[src/rtl/vec_mac_engine.sv]
// vec_mac_engine: dot-product engine sitting behind the ICB register/SRAM slave.
// A rising edge on stat_cal[0] (seen while idle) streams len element pairs out
// of SRAM, multiply-accumulates their signed low halves and writes the 32-bit
// sum back to RES_ADDR. Completion is reported through a sticky done bit.
//
// state | meaning
// ------+-----------------------------------------------------------------
// IDLE  | waiting for a start edge; done flag holds its last value
// RD_A  | read strobe for A[i] is on the bus
// RD_B  | read strobe for B[i] on the bus; A[i] data arrives and is captured
// MAC   | B[i] data arrives; acc += a*b, advance i
// WRITE | write strobe with the accumulated result
// DONE  | done flag set, busy dropped, return to IDLE
//
// All bus outputs are registered: the strobe/address for a state is loaded on
// the edge that enters that state, so each state's strobe appears in the very
// cycle the FSM occupies it.
module vec_mac_engine #(
    parameter logic [12:0] A_BASE   = 13'd0,
    parameter logic [12:0] B_BASE   = 13'd256,
    parameter logic [12:0] RES_ADDR = 13'd512
) (
    input  logic        clk,
    input  logic        rst_n,
    input  logic [15:0] stat_cal,
    output logic [15:0] done_reg,
    output logic        mem_rd_en,
    output logic [12:0] mem_rd_addr,
    input  logic [31:0] mem_rd_data,
    output logic        mem_wr_en,
    output logic [12:0] mem_wr_addr,
    output logic [31:0] mem_wr_data
);

    typedef enum logic [2:0] {
        IDLE  = 3'd0,
        RD_A  = 3'd1,
        RD_B  = 3'd2,
        MAC   = 3'd3,
        WRITE = 3'd4,
        DONE  = 3'd5
    } state_t;

    state_t      state;
    logic        start_prev;
    logic [7:0]  len_r;
    logic [8:0]  idx;
    logic [8:0]  idx_next;
    logic [31:0] acc;
    logic [31:0] acc_next;
    logic [31:0] a_r;
    logic        done_flag;
    logic        busy;
    logic        trigger;
    logic        last_elem;
    logic signed [31:0] a_ext;
    logic signed [31:0] b_ext;
    logic signed [31:0] prod;

    // Start edge detect, index step and the sign-extended 16x16 product.
    // The low 32 bits of the product of the sign-extended operands equal the
    // exact signed 16x16 product, so no wider multiplier is needed.
    always_comb begin
        trigger   = stat_cal[0] & ~start_prev;
        idx_next  = idx + 9'd1;
        last_elem = (idx_next == {1'b0, len_r});
        a_ext     = {{16{a_r[15]}}, a_r[15:0]};
        b_ext     = {{16{mem_rd_data[15]}}, mem_rd_data[15:0]};
        prod      = a_ext * b_ext;
        acc_next  = acc + prod;
    end

    assign done_reg = {len_r, 6'b0, busy, done_flag};

    // Sequencer: state, datapath registers and registered bus strobes.
    always_ff @(posedge clk or negedge rst_n) begin
        if (!rst_n) begin
            state       <= IDLE;
            start_prev  <= 1'b0;
            len_r       <= 8'd0;
            idx         <= 9'd0;
            acc         <= 32'd0;
            a_r         <= 32'd0;
            done_flag   <= 1'b0;
            busy        <= 1'b0;
            mem_rd_en   <= 1'b0;
            mem_rd_addr <= 13'd0;
            mem_wr_en   <= 1'b0;
            mem_wr_addr <= 13'd0;
            mem_wr_data <= 32'd0;
        end else begin
            start_prev  <= stat_cal[0];
            mem_rd_en   <= 1'b0;
            mem_rd_addr <= 13'd0;
            mem_wr_en   <= 1'b0;
            mem_wr_addr <= 13'd0;
            mem_wr_data <= 32'd0;
            case (state)
                IDLE: begin
                    if (trigger) begin
                        len_r     <= stat_cal[15:8];
                        acc       <= 32'd0;
                        idx       <= 9'd0;
                        done_flag <= 1'b0;
                        busy      <= 1'b1;
                        if (stat_cal[15:8] == 8'd0) begin
                            state       <= WRITE;
                            mem_wr_en   <= 1'b1;
                            mem_wr_addr <= RES_ADDR;
                            mem_wr_data <= 32'd0;
                        end else begin
                            state       <= RD_A;
                            mem_rd_en   <= 1'b1;
                            mem_rd_addr <= A_BASE;
                        end
                    end
                end
                RD_A: begin
                    state       <= RD_B;
                    mem_rd_en   <= 1'b1;
                    mem_rd_addr <= B_BASE + {4'd0, idx};
                end
                RD_B: begin
                    a_r   <= mem_rd_data;
                    state <= MAC;
                end
                MAC: begin
                    acc <= acc_next;
                    idx <= idx_next;
                    if (last_elem) begin
                        state       <= WRITE;
                        mem_wr_en   <= 1'b1;
                        mem_wr_addr <= RES_ADDR;
                        mem_wr_data <= acc_next;
                    end else begin
                        state       <= RD_A;
                        mem_rd_en   <= 1'b1;
                        mem_rd_addr <= A_BASE + {4'd0, idx_next};
                    end
                end
                WRITE: begin
                    done_flag <= 1'b1;
                    busy      <= 1'b0;
                    state     <= DONE;
                end
                DONE: begin
                    state <= IDLE;
                end
                default: begin
                    state <= IDLE;
                end
            endcase
        end
    end

endmodule

[config.mk]
export PLATFORM = sky130hd
export DESIGN_NAME = vec_mac_engine
export DESIGN_NICKNAME = d
export VERILOG_FILES = /design/src/rtl/vec_mac_engine.sv
export SDC_FILE = /design/constraint.sdc
export NUM_CORES = 1
export LEC_CHECK = 0
export ABC_AREA = 0
export BUFFER_PORTS_ARGS = -buffer_cell sky130_fd_sc_hd__clkbuf_2
export CAP_MARGIN = 10
export CORE_MARGIN = 2
export CORE_UTILIZATION = 40
export CTS_BUF_LIST = sky130_fd_sc_hd__clkbuf_16
export DETAILED_ROUTE_END_ITERATION = 7
export GPL_ROUTABILITY_DRIVEN = 0
export PLACE_DENSITY = 0.53
export SYNTH_ARGS = -nofsm -noshare
export SYNTH_HDL_FRONTEND = slang
export SYNTH_SLANG_ARGS = --single-unit
[constraint.sdc]
create_clock -name clk -period 10.8 [get_ports clk]
set_input_delay 1.08 -clock clk [delete_from_list [all_inputs] [get_ports clk]]
set_output_delay 1.08 -clock clk [all_outputs]
set_load 0.02 [all_outputs]
Word-level counts from Yosys, hierarchy flattened:

Cells that the tools add are included.

* add/subtract/negate cells: 3
* multipliers: 1
* equal/unequal tests: 6
* mux-type cells: 28
* bitwise logic cells: 2
* reduce and logical (&&, ||, !) cells: 7

Operator list (number)
* 2-to-1 mux 32 bit: 3
* one-hot mux 32 bit (2 select lines): 1
* one-hot mux 10 bit (2 select lines): 2
* adder 32 bit: 1
* multiplier 16 x 16 -> 32 bit: 1
* 2-to-1 mux 10 bit: 3
* 2-to-1 mux 9 bit: 2
* one-hot mux 9 bit (2 select lines): 1
* one-hot mux 3 bit (5 select lines): 1
* adder 9 x 9 -> 10 bit (first input constant): 1
* adder 9 x 1 -> 9 bit (second input constant): 1
* equality test 9 x 8 -> 1 bit: 1
* 2-to-1 mux 3 bit: 3
* zero test 8 bit: 1
* 2-to-1 mux 1 bit: 8
* equality test 3 x 2 -> 1 bit (second input constant): 2
* one-hot mux 1 bit (2 select lines): 3
* AND reduction 2 bit: 3
* nonzero test 2 bit: 2
* equality test 3 x 1 -> 1 bit (second input constant): 1
* equality test 3 bit (second input constant): 1
* zero test 3 bit: 1
* one-hot mux 1 bit (3 select lines): 1
* != test 2 bit (second input constant): 1
* 2 further kinds: 2

* register bits: 131
* output and inout bits: 76

Longest topological paths before layout:

* depth in word-level cells: 4
* gate-level depth with buffers: 25
* gate-level depth less buffers: 23

Worst setup path after synthesis:

No wires, ideal clock.

* path type: in2reg
* start point: input port mem_rd_data[1]
* end point: register acc[31]
* library setup time: 130 ps
* data arrival time: 6572 ps
* required time: 10670 ps
* setup slack: 4098 ps
* cell stages on the path: 23
* path buffers: 1
* cell sequence: clkbuf_1 > nand2_1 > inv_1 > fa_1 > inv_1 > fa_1 > inv_1 > fa_1 > fa_1 > fa_1 > inv_1 > fa_1 > inv_1 > ha_1 > nor2_1 > nor2_1 > o41ai_2 > a32oi_1 > a311oi_1 > o21bai_1 > a21oi_1 > xnor2_1 > o21ai_1

* word-level cells in the longest chain between the ends: 3

RTL lines
* start, declared: line 29 `input logic [31:0] mem_rd_data,`
* multiplier 16 x 16 -> 32 bit: line 69 `prod = a_ext * b_ext;`
* adder 32 bit: line 70 `acc_next = acc + prod;`
* one-hot mux 32 bit (2 select lines): line 98 `case (state)`
* end signal, assigned: line 128 `acc <= acc_next;`
* end, declared: line 49 `logic [31:0] acc;`

No other way between the ends.
A chain may end at the register's enable or synchronous reset.

Final worst setup path:

Same ends and word-level chain as after synthesis.

==> metrics.csv <==
metric;value;unit
status;finished clean;
via_count;10275;
crit_type;in -> reg;
fp-row-count;71;
setup_viol;0;
grt_pass1_vias;10982;
synth_cell_type_count;61;
r2r_slack;4.08;ns
cts_root_buffer;clkbuf_16;
path_clk_slew;0.07;ns
die_area;0.0402;sq mm
post-route-period-util;0.652;
r2r-start;a_r[15];
design.core.area;0.0378;sq mm
grt_remaining_overflow;0;
ioPinCount;126;
dp_cells;2124;
die_w;200;microns
clock_skew;0.0149;ns
clock-sinks;115;
tritoncts;built;
setup_tns;0;ns
initial_core_util;0.408;
ys_async_sr_fraction;1.00;
ant_nets;0;
cp.required;11.10;ns
vias_per_cell;4.77;
grt_pass1_wl;62200;microns
maxCapViolations;0;
drc_errors;0;
timing.final.hold_violations;0;
routedWlPerCell;17.0;microns
crit_fanout;17;
crit_start;mem_rd_data[1];
diodes;0;
worstMarginPinSlew;0.838;ns
track_usage;0.196;
hold_path_startpoint;acc[24];
ctsResizeCount;0;
synth-seq-cells;115;
syn_inst;1586;
synth_flop_cell;dfrtp_1;
ctsHoldBuffers;0;
cts_buffers;17;
layout.cells.non_filler;2156;
ys_warn_count;0;
slew_headroom;0.440;
firstDrtPassIters;5;
clock_latency;0.43;ns
synth_seq_area_share;0.186;
finalCriticalPeriod;7.05;ns
grt_max_degree;59;
cp.arrival;7.35;ns
synth_edf_count;0;
rsz0062_at_grt;no;
max_freq;142;MHz
avgSynthCellArea;9.73;sq um
drtIter0Drc;430;
finalHoldWorstSlack;0.498;ns
final_common_cell;inv_1;
cts_setup_buffers;0;
mostFrequentLayoutCells;344 x inv_1, 292 x fa_1, 194 x nand2_1, 125 x and2_1, 115 x dfrtp_1;
antenna_found_initial;0;
cp-start-kind;input port;
syn_area;0.0154;sq mm
dieHeight;200;microns
final_nets;2073;
syn2layout_area_growth;8.79;%
dpl.hpwl;29200;microns
hold_path.class;reg -> reg;
clk_path_buf_depth;2;
cp-end-kind;register;
numPortBuffers;81;
slew_viol_final;0;
drive_gt1_frac;0.101;
wl;36600;microns
cts_max_level;4;
critical path: stages:
cell and delay [ns]:
clkbuf_2 0.27, nand2_1 0.24, inv_1 0.09, fa_1 0.73, inv_1 0.11, fa_1 0.55
inv_1 0.29, fa_1 0.50, fa_1 0.52, fa_1 0.49, inv_1 0.05, fa_1 0.50
inv_1 0.06, ha_1 0.23, o41ai_2 0.39, o2111ai_1 0.27, a311oi_1 0.43, o21bai_1 0.11
a21oi_1 0.18, xnor2_1 0.18, o21ai_1 0.08
layout make-up:
cell class / instances / area, sq um
Sequential cell: 115 / 2880
Fill cell: 3728 / 21100
Multi-Input combinational cell: 1065 / 10900
Clock inverter: 15 / 165
Timing Repair Buffer: 89 / 468
Tap cell: 511 / 639
Clock buffer: 17 / 425
Inverter: 344 / 1290
path summary, 6_finish.rpt:
check / cells past startpoint / end
max: 21 / acc[31]
min: 2 / acc[24]
max reg2reg: 20 / acc[31]
min reg2reg: 2 / acc[24]
max in group asynchronous: 2 / acc[31]
min in group asynchronous: 1 / mem_rd_addr[4]
cells in the mapped netlist (all sizes together), types with 3 or more instances:
library cell | number | area, sq um
a211oi | 4 | 30.0
a21o | 6 | 45.0
a21oi | 24 | 120
a22o | 6 | 52.6
a31oi | 3 | 18.8
and2 | 125 | 782
and3 | 11 | 70.1
buf | 33 | 240
clkbuf | 49 | 184
dfrtp | 115 | 2880
fa | 292 | 5850
ha | 99 | 1240
inv | 344 | 1290
mux2 | 24 | 270
nand2 | 196 | 746
nand2b | 7 | 43.8
nand3 | 8 | 45.0
nand4 | 3 | 18.8
nor2 | 70 | 285
nor2b | 6 | 37.5
nor3 | 9 | 50.1
nor4 | 4 | 40.0
o211ai | 4 | 30.0
o21ai | 49 | 249
o21bai | 5 | 37.5
o22ai | 4 | 25.0
o31ai | 12 | 90.1
xnor2 | 36 | 315
xor2 | 15 | 131
flip-flops by register name, summed over array words and instances, names as in the netlist:
register,flops
acc,32
mem_wr_data,32
a_r,16
mem_rd_addr,10
idx,9
len_r,8
state,3
busy,1
done_flag,1
mem_rd_en,1
mem_wr_addr,1
start_prev,1
through the flow:
step                       util  setup slack (ns)  cell area (sq um)
after floorplan               -              4.10              15500
after global placement    0.428              3.27              16200
after detailed placement  0.428              3.29              16200
after CTS                 0.444              3.71              16800
after global routing      0.444              3.27              16800
final                     0.444              3.75              16800
logic make-up (layout without fill, tap and decap cells):
| logic type | count (synthesis) | in the layout | synth area share |
|---|---|---|---|
| adder cells (fa/ha/maj) | 391 | 391 | 0.459 |
| XOR/XNOR | 51 | 51 | 0.0289 |
| multiplexers | 24 | 24 | 0.0175 |
| other | 1 | 21 | 0.000243 |
| flip-flops | 115 | 115 | 0.186 |
| buffers and inverters | 426 | 465 | 0.111 |
| AO/OA/AOI/OAI | 134 | 134 | 0.0571 |
| AND/OR/NAND/NOR | 444 | 444 | 0.140 |
layer usage:
metal | GRT usage | vias to the layer above | routed length [microns]
li1 | - | 4815 | -
met1 | 0.306 | 5279 | 19000
met2 | 0.290 | 166 | 15900
met3 | 0.0315 | 15 | 1490
met4 | 0.0325 | 0 | 238
met5 | 0 | - | 0
Power is left out: the tool's default activity adds up to more than one toggle a clock period on the data nets, which glitch-free logic cannot reach.
